<file path="config.mk">
export PLATFORM = sky130hd
export DESIGN_NAME = checkout_monitor
export DESIGN_NICKNAME = d
export VERILOG_FILES = /design/src/rtl/checkout_monitor.sv
export SDC_FILE = /design/constraint.sdc
export NUM_CORES = 1
export LEC_CHECK = 0
export ABC_AREA = 0
export ABC_CLOCK_PERIOD_IN_PS = 2650
export CAP_MARGIN = 20
export CORE_AREA = 2 2 54 81
export CTS_BUF_LIST = sky130_fd_sc_hd__clkbuf_4 sky130_fd_sc_hd__clkbuf_8 sky130_fd_sc_hd__clkbuf_16
export DETAILED_ROUTE_END_ITERATION = 8
export DIE_AREA = 0 0 56 83
export GPL_TIMING_DRIVEN = 0
export PLACE_DENSITY = 0.75
export SLEW_MARGIN = 40
export SYNTH_ARGS = -nofsm -noshare
export SYNTH_HDL_FRONTEND = slang
export SYNTH_SLANG_ARGS = --single-unit
</file>
<file path="constraint.sdc">
create_clock -name clk -period 2.65 [get_ports clk]
set_input_delay 0.53 -clock clk [delete_from_list [all_inputs] [get_ports clk]]
set_output_delay 0.53 -clock clk [all_outputs]
set_load 0.03 [all_outputs]
</file>
<file path="src/rtl/checkout_monitor.sv">
// Basket tracker behind the item classifier: counts accepted scans and latches a blinking theft alarm.
// All outputs come straight from flops; clear and reset are the only ways out of ALARM.
//
// state  | meaning
// IDLE   | empty basket, waiting for the first scan
// ACTIVE | 1..MAX_ITEMS-1 items accepted
// FULL   | basket at capacity, non-stolen scans ignored
// ALARM  | theft seen, counts frozen, blink running
module checkout_monitor #(
  parameter int CNT_W        = 4,
  parameter int MAX_ITEMS    = 15,
  parameter int BLINK_CYCLES = 25_000_000
) (
  input  logic             clk,
  input  logic             reset_n,
  input  logic             scan,
  input  logic [2:0]       upc,
  input  logic             discounted,
  input  logic             stolen,
  input  logic             clear,
  output logic [CNT_W-1:0] item_count,
  output logic [CNT_W-1:0] disc_count,
  output logic [2:0]       last_upc,
  output logic             full,
  output logic             alarm,
  output logic             alarm_blink
);

  localparam int BW = (BLINK_CYCLES > 1) ? $clog2(BLINK_CYCLES) : 1;
  localparam logic [BW-1:0]    BLINK_LAST = BW'(BLINK_CYCLES - 1);
  localparam logic [CNT_W-1:0] CNT_MAX    = CNT_W'(MAX_ITEMS);

  typedef enum logic [1:0] {
    S_IDLE   = 2'd0,
    S_ACTIVE = 2'd1,
    S_FULL   = 2'd2,
    S_ALARM  = 2'd3
  } state_t;

  state_t           state_q, state_d;
  logic [CNT_W-1:0] item_cnt_q, item_cnt_d;
  logic [CNT_W-1:0] disc_cnt_q, disc_cnt_d;
  logic [2:0]       last_upc_q, last_upc_d;
  logic             full_q, full_d;
  logic             alarm_q, alarm_d;
  logic             blink_q, blink_d;
  logic [BW-1:0]    blink_cnt_q, blink_cnt_d;
  logic [CNT_W-1:0] item_cnt_inc;

  assign item_cnt_inc = item_cnt_q + CNT_W'(1);

  always_comb begin
    state_d     = state_q;
    item_cnt_d  = item_cnt_q;
    disc_cnt_d  = disc_cnt_q;
    last_upc_d  = last_upc_q;
    blink_d     = blink_q;
    blink_cnt_d = blink_cnt_q;

    if (clear) begin
      state_d     = S_IDLE;
      item_cnt_d  = '0;
      disc_cnt_d  = '0;
      last_upc_d  = '0;
      blink_d     = 1'b0;
      blink_cnt_d = '0;
    end else begin
      case (state_q)
        S_IDLE, S_ACTIVE: begin
          if (scan) begin
            if (stolen) begin
              state_d     = S_ALARM;
              blink_d     = 1'b1;
              blink_cnt_d = '0;
            end else begin
              item_cnt_d = item_cnt_inc;
              last_upc_d = upc;
              if (discounted) begin
                disc_cnt_d = disc_cnt_q + CNT_W'(1);
              end
              state_d = (item_cnt_inc == CNT_MAX) ? S_FULL : S_ACTIVE;
            end
          end
        end
        S_FULL: begin
          // Theft detection beats capacity; plain scans are dropped.
          if (scan && stolen) begin
            state_d     = S_ALARM;
            blink_d     = 1'b1;
            blink_cnt_d = '0;
          end
        end
        S_ALARM: begin
          if (blink_cnt_q == BLINK_LAST) begin
            blink_cnt_d = '0;
            blink_d     = ~blink_q;
          end else begin
            blink_cnt_d = blink_cnt_q + BW'(1);
          end
        end
        default: begin
          state_d = S_IDLE;
        end
      endcase
    end

    full_d  = (state_d == S_FULL);
    alarm_d = (state_d == S_ALARM);
  end

  always_ff @(posedge clk) begin
    if (!reset_n) begin
      state_q     <= S_IDLE;
      item_cnt_q  <= '0;
      disc_cnt_q  <= '0;
      last_upc_q  <= '0;
      full_q      <= 1'b0;
      alarm_q     <= 1'b0;
      blink_q     <= 1'b0;
      blink_cnt_q <= '0;
    end else begin
      state_q     <= state_d;
      item_cnt_q  <= item_cnt_d;
      disc_cnt_q  <= disc_cnt_d;
      last_upc_q  <= last_upc_d;
      full_q      <= full_d;
      alarm_q     <= alarm_d;
      blink_q     <= blink_d;
      blink_cnt_q <= blink_cnt_d;
    end
  end

  assign item_count  = item_cnt_q;
  assign disc_count  = disc_cnt_q;
  assign last_upc    = last_upc_q;
  assign full        = full_q;
  assign alarm       = alarm_q;
  assign alarm_blink = blink_q;

endmodule

</file>
==> results by group, run 1 <==
Place
  • HPWL reported at the end of detailed placement: 3470 microns
  • Routability congestion estimate: 0.832
  • # port buffers: 22

Floorplanning
  • Initial Util: 0.532
  • Core area: 3920 sq um
  • Die area: 4650 sq um
  • Die Ht: 83 microns
  • Width of the die: 56 microns
  • FP Rows: 28
  • IO Pins: 23

GRT
  • First-pass GRT wire length: 8290 microns
  • Pin count of the biggest net entering global routing: 13
  • Vias in the first global route: 1878
  • Global route total overflow: 0
  • GR Util All Layers: 0.219
  • Initial antenna violation count: 0

Cells and area
  • Layout cell share with drive strength beyond 1: 0.0647
  • Antenna Diode Count: 0
  • # fillers: 364
  • Commonest cells after routing, fill and taps aside: dfxtp_1 (41), nand3_1 (32), nand2_1 (26), nor2_1 (26), clkdlybuf4s50_1 (22)
  • Commonest non-fill, non-tap cell in the layout: dfxtp_1
  • Util after Layout: 0.629
  • Area Overhead vs Synth: 18.2%
  • Nets@finish: 291

STA
  • Slew Viols, Final: 0
  • Worst slew margin: 0.596
  • Unrepaired setup endpoints after global routing: no
  • Fmax: 456 MHz
  • Final period util: 0.827
  • Crit path time final: 2.19 ns
  • Max Clock Skew: 0.00917 ns
  • Setup TNS: 0 ns
  • Final Hold Vio Count: 0
  • Setup violators final: 0
  • Worst-Margin Slew: 0.601 ns

Synthesis
  • Asr flop ratio synth: 0
  • Register area share after synthesis: 0.393
  • Post-Syn Area: 2090 sq um
  • Yosys reg bits: 41
  • Synthesized net count: 262
  • Distinct cells, synth: 43
  • Ys flop type: dfxtp_1
  • Number of flops mapped to enable cells by yosys: 0
  • Syn avg cell area: 8.38 sq um
  • Ys Warns: 0
  • Post-Syn Instances: 249

Worst setup path
  • Slowest-stage cell, CP: nor4_2
  • Worst-path fanout max: 8
  • Setup crit start kind: register
  • CP arrival: 2.43 ns
  • CP Capture Type: register
  • Crit Path Class: reg2reg
  • Slowest stage delay, CP: 0.55 ns
  • Reg2Reg Setup Slack: 0.46 ns
  • Most frequent CP cell: nand3_1
  • Critical path cell sequence: ha_1 > nand3_1 > nor4_2 > nand4_1 > or4_1 > nand3_1
  • Crit path required time: 2.89 ns

Drt
  • Routed Antenna Nets: 0
  • DRT iter0 DRCs: 65
  • First-pass DRT Iterations: 4
  • Vias per inst: 5.97
  • Via count: 1927
  • Routed WL: 4830 microns
  • Routed WL per cell: 15.0 microns
  • DRC: 0

CTS
  • Clock sinks: 41
  • Hold_buf cts: 0
  • Root buffer cell: clkbuf_8
  • Clock tree buffer depth: 2
  • Clock-pin slew on the worst setup and hold paths: 0.08 ns
  • # Post-CTS Setup Buffers: 0
  • CTS tree: done
  • Total CTS buffers: 5
  • CTS HTree Levels: 2
  • Post-CTS Resized: 0
  • Clk_lat worst skew: 0.30 ns

Power and ir drop
  • Worst ir drop on vdd: 429 uV
  • PD cells: 483 nW/um^2
  • NetSw: 0.000269 W
  • Proportion of power drawn by combinational gates: 0.065
  • Net Sw Frac: 0.226
  • Clock power frac: 0.411
  • Static Leakage: 0.855 nW
  • P_int: 0.000924 W
  • Flop pwr share: 0.524

Outcome
  • Status: complete, no violations

Min path
  • HP Class: reg2reg

Run
  • # Max-Cap Violations: 0
## worst max-delay path: cells and delay by family, from the launching register on
kind          cells  cell delay (ns)
flops             1             0.40
simple gates      5             1.53
fa+ha+maj         1             0.21
## sequential cells by signal (all words and copies together) (netlist names)
name         cells
blink_cnt_q     25
disc_count       4
alarm_blink      1
item_count       4
last_upc         3
state_q          2
alarm            1
full             1
## cell type report
class,instances,area (sq um),area share
well taps,45,56.3,0.0228
repair buffers,22,220,0.0892
plain buffers,11,60.1,0.0243
flip-flops and latches,41,821,0.333
multi-input cells,194,1190,0.484
clock buffers,5,68.8,0.0279
inverters,3,11.3,0.00456
clock inverters,2,35.0,0.0142
## through the flow
step	power, W	setup WS, ns	std cells	hold slack, ns	cell area [sq um]
floorplan	0.000682	0.807	249	0.462	2090
global placement	0.000717	0.286	316	0.442	2360
detailed placement	0.000717	0.305	316	0.449	2360
CTS	0.00120	0.496	323	0.463	2470
global route	0.00123	0.329	323	0.501	2470
finish	0.00119	0.459	323	0.461	2470
## power groups by stage
stage / clock, W / combinational (W) / sequential, W
2_1_floorplan: 0 / 0.0000364 / 0.000646
3_3_place_gp: 0 / 0.0000769 / 0.000640
3_5_place_dp: 0 / 0.0000773 / 0.000640
4_1_cts: 0.000502 / 0.0000775 / 0.000625
5_1_grt: 0.000521 / 0.0000855 / 0.000626
6_report: 0.000490 / 0.0000773 / 0.000625
## cell usage after synthesis, drive strengths merged (2+ instances only)
| cell | instances | share of area |
|---|---|---|
| nand3 | 32 | 0.077 |
| nor4 | 5 | 0.032 |
| or4 | 9 | 0.034 |
| inv | 3 | 0.0054 |
| ha | 4 | 0.024 |
| a31oi | 2 | 0.0060 |
| or3 | 3 | 0.0090 |
| nand4b | 3 | 0.013 |
| nor2 | 26 | 0.047 |
| dfxtp | 41 | 0.39 |
| nand2b | 3 | 0.0090 |
| a22oi | 5 | 0.025 |
| xor2 | 13 | 0.055 |
| a21oi | 12 | 0.029 |
| buf | 3 | 0.014 |
| nor3 | 5 | 0.012 |
| nand2 | 26 | 0.047 |
| o21ai | 7 | 0.022 |
| nor2b | 3 | 0.0090 |
| and3 | 5 | 0.015 |
| clkbuf | 8 | 0.014 |
| nand4 | 18 | 0.057 |
## logic make-up after synthesis
kind of cell,share of synthesized area
DFF,0.393
AOI/OAI and AO/OA,0.106
muxes,0.00480
xor gates and xnor gates,0.0588
buffers and inverters,0.0342
and+or+nand+nor,0.379
adders and majority gates,0.0240
## metal layers
layer / vias up / track usage / part of all wire
met3: 16 / 0.0452 / 0.040
li1: 966 / - / -
met1: 892 / 0.246 / 0.43
met2: 53 / 0.382 / 0.50
met4: 0 / 0.110 / 0.032
met5: - / 0 / 0
## final timing paths
kind,startpoint,to,depth (start not counted)
max,blink_cnt_q[1]$_SDFFE_PP0P_,blink_cnt_q[22]$_SDFFE_PP0P_,6
min,last_upc[1]$_SDFFE_PP0P_,last_upc[1]$_SDFFE_PP0P_,2
max reg2reg,blink_cnt_q[1]$_SDFFE_PP0P_,blink_cnt_q[22]$_SDFFE_PP0P_,6
min reg2reg,last_upc[1]$_SDFFE_PP0P_,last_upc[1]$_SDFFE_PP0P_,2
Note: power is estimated with default switching activity, not from simulation.
==> inputs of run 2 (changes only) <==
ABC_CLOCK_PERIOD_IN_PS = 2100   (was 2650)
clock period = 2.1 ns   (was 2.65 ns; I/O delays follow)
==> results by group, run 2 (synthesized netlist as in run 1, its figures left out) <==
Outcome
  • Status: complete, no violations

Power and ir drop
  • Proportion of power drawn by combinational gates: 0.065 (about the same)
  • PD cells: 598 nW/um^2 (+24%)
  • Static Leakage: 0.890 nW (+4.2%)
  • Worst ir drop on vdd: 541 uV (+26%)
  • Net Sw Frac: 0.226 (+0.000618)
  • Clock power frac: 0.411 (about the same)
  • Flop pwr share: 0.524 (about the same)
  • P_int: 0.00117 W (+26%)
  • NetSw: 0.000341 W (+27%)

CTS
  • Hold_buf cts: 0 (unchanged)
  • Clock-pin slew on the worst setup and hold paths: 0.08 ns (about the same)
  • CTS HTree Levels: 2 (unchanged)
  • Total CTS buffers: 5 (unchanged)
  • Clk_lat worst skew: 0.30 ns (about the same)
  • CTS tree: done
  • Root buffer cell: clkbuf_8
  • Clock tree buffer depth: 2 (unchanged)
  • Clock sinks: 41 (unchanged)

STA
  • Post-Route Hold Slack: 0.461 ns (-0.0000890 ns)
  • Worst slew margin: 0.601 (+0.00485)
  • Max Clock Skew: 0.0110 ns (+0.00182 ns)
  • Final worst slack: 0.0405 ns (-0.419 ns)
  • Final period util: 0.981 (+0.154)
  • Crit path time final: 2.06 ns (-0.131 ns)
  • Worst-Margin Slew: 0.594 ns (-0.00722 ns)
  • Slew Viols, Final: 0 (unchanged)
  • Fmax: 486 MHz (+6.4%)
  • Setup violators final: 0 (unchanged)
  • Final Hold Vio Count: 0 (unchanged)

Worst setup path
  • CP arrival: 2.24 ns (-0.19 ns)
  • Setup crit start kind: register
  • Crit path required time: 2.28 ns (-0.61 ns)
  • CP Capture Type: register
  • Slowest-stage cell, CP: or4bb_4
  • Cell family with most CP delay: simple AND/OR/NAND/NOR gates
  • Crit Path Class: reg2reg
  • Worst-path fanout max: 10 (+2)
  • Slowest stage delay, CP: 0.56 ns (about the same)
  • CP bufs+invs: 1 (+1)
  • Critical path cell sequence: or4bb_4 > nor4_4 > a31oi_2 > buf_6 > o21ai_4 > nor2_1

Drt
  • First-pass DRT Iterations: 4 (unchanged)
  • Routed WL: 4900 microns (+1.5%)
  • DRT iter0 DRCs: 46 (-29%)
  • DRC: 0 (unchanged)
  • Routed WL per cell: 15.0 microns (+0.56%)
  • Via count: 1932 (+0.26%)
  • Routed Antenna Nets: 0 (unchanged)
  • Vias per inst: 5.93 (-0.66%)

Cells and area
  • Multi-input gate area: 1220 sq um (+2.4%)
  • Largest Register: blink_cnt_q
  • Commonest non-fill, non-tap cell in the layout: dfxtp_1
  • Commonest cells after routing, fill and taps aside: dfxtp_1 (40), nand3_1 (31), nand2_1 (26), nor2_1 (26), clkdlybuf4s50_1 (22)
  • Area Overhead vs Synth: 20.7%
  • Finished Cell Area: 2520 sq um (+2.1%)
  • # fillers: 351 (-3.6%)
  • Nets@finish: 294 (+1.0%)
  • Antenna Diode Count: 0 (unchanged)
  • Layout cell share with drive strength beyond 1: 0.0925 (+0.0278)
  • Final non-filler cell total: 326 (+0.93%)
  • Max reg flops: 25 (unchanged)
  • Area occupied by registers: 822 sq um (+0.15%)

Floorplanning
  • IO Pins: 23 (unchanged)
  • FP Rows: 28 (unchanged)
  • Die area: 4650 sq um (unchanged)
  • Width of the die: 56 microns (unchanged)
  • Core area: 3920 sq um (unchanged)
  • Initial Util: 0.532 (unchanged)
  • Die Ht: 83 microns (unchanged)

GRT
  • First-pass GRT wire length: 8300 microns (+0.17%)
  • Vias in the first global route: 1893 (+0.80%)
  • Global route total overflow: 0 (unchanged)
  • Initial antenna violation count: 0 (unchanged)
  • GR Util All Layers: 0.219 (+0.000637)
  • Pin count of the biggest net entering global routing: 13 (unchanged)

Place
  • DP Area: 2360 sq um (unchanged)
  • Dpl ws: -0.135 ns (-0.440 ns)
  • HPWL reported at the end of detailed placement: 3470 microns (unchanged)
  • Cell count after placement: 316 (unchanged)
  • # port buffers: 22 (unchanged)
  • Routability congestion estimate: 0.832 (unchanged)

Run
  • # Max-Cap Violations: 0 (unchanged)

Min path
  • HP Class: reg2reg
-- run 2: cell count changes in the layout (fill, tap and decap cells not counted), sizes merged --
| cell | change |
|---|---|
| buf | +3 |
-- run 2: final cells by class --
| class | instances | share of cell area |
|---|---|---|
| sequential | 41 | 0.326 |
| inverter | 3 | 0.00447 |
| clock inverter | 2 | 0.0139 |
| clock buffer | 5 | 0.0273 |
| tap | 45 | 0.0223 |
| multi-input combinational | 194 | 0.486 |
| buffer | 11 | 0.0238 |
| timing repair buffer | 25 | 0.0963 |
-- run 2: repair_timing --
action / 4_1_cts / 5_1_grt
pin swaps: 0 / 3
buffers inserted: 0 / 3
cloned: 0 / 0
setup endpoints to repair: 2 / 19
gates resized for setup: 1 / 5
-- run 2: power groups by stage --
stage,clock (W),combinational (W),sequential [W]
after global routing,0.000658,0.000108,0.000790
after detailed placement,0,0.0000975,0.000807
after floorplan,0,0.0000460,0.000815
after global placement,0,0.0000971,0.000807
final,0.000619,0.0000975,0.000789
after CTS,0.000633,0.0000978,0.000789
-- run 2: path summary, 6_finish.rpt --
path	cells after the start	endpoint	startpoint	slack, ns
worst min register to register	2	last_upc[1]$_SDFFE_PP0P_	last_upc[1]$_SDFFE_PP0P_	0.46
worst max register to register	6	blink_cnt_q[13]$_SDFFE_PP0P_	blink_cnt_q[24]$_SDFFE_PP0P_	0.04
worst max-delay path	6	blink_cnt_q[13]$_SDFFE_PP0P_	blink_cnt_q[24]$_SDFFE_PP0P_	0.04
worst min-delay path	2	last_upc[1]$_SDFFE_PP0P_	last_upc[1]$_SDFFE_PP0P_	0.46
-- run 2: metrics by stage --
| stage | TNS (ns) | util | power [W] |
|---|---|---|---|
| global placement | -0.823 | 0.602 | 0.000904 |
| CTS | 0 | 0.631 | 0.00152 |
| finish | 0 | 0.642 | 0.00151 |
| floorplan | 0 | - | 0.000861 |
| global route | -0.0909 | 0.642 | 0.00156 |
| detailed placement | -0.766 | 0.602 | 0.000905 |
-- run 2: routing by layer --
| layer | global-route usage | up-vias | share of wire |
|---|---|---|---|
| li1 | - | 968 | - |
| met3 | 0.0452 | 19 | 0.038 |
| met4 | 0.119 | 0 | 0.035 |
| met5 | 0 | - | 0 |
| met2 | 0.382 | 49 | 0.50 |
| met1 | 0.244 | 896 | 0.43 |
-- run 2: worst min-delay path, cell delays in order (launching register included) --
cell     delay, ns
dfxtp_1       0.31
nand2_1       0.05
a21oi_1       0.05
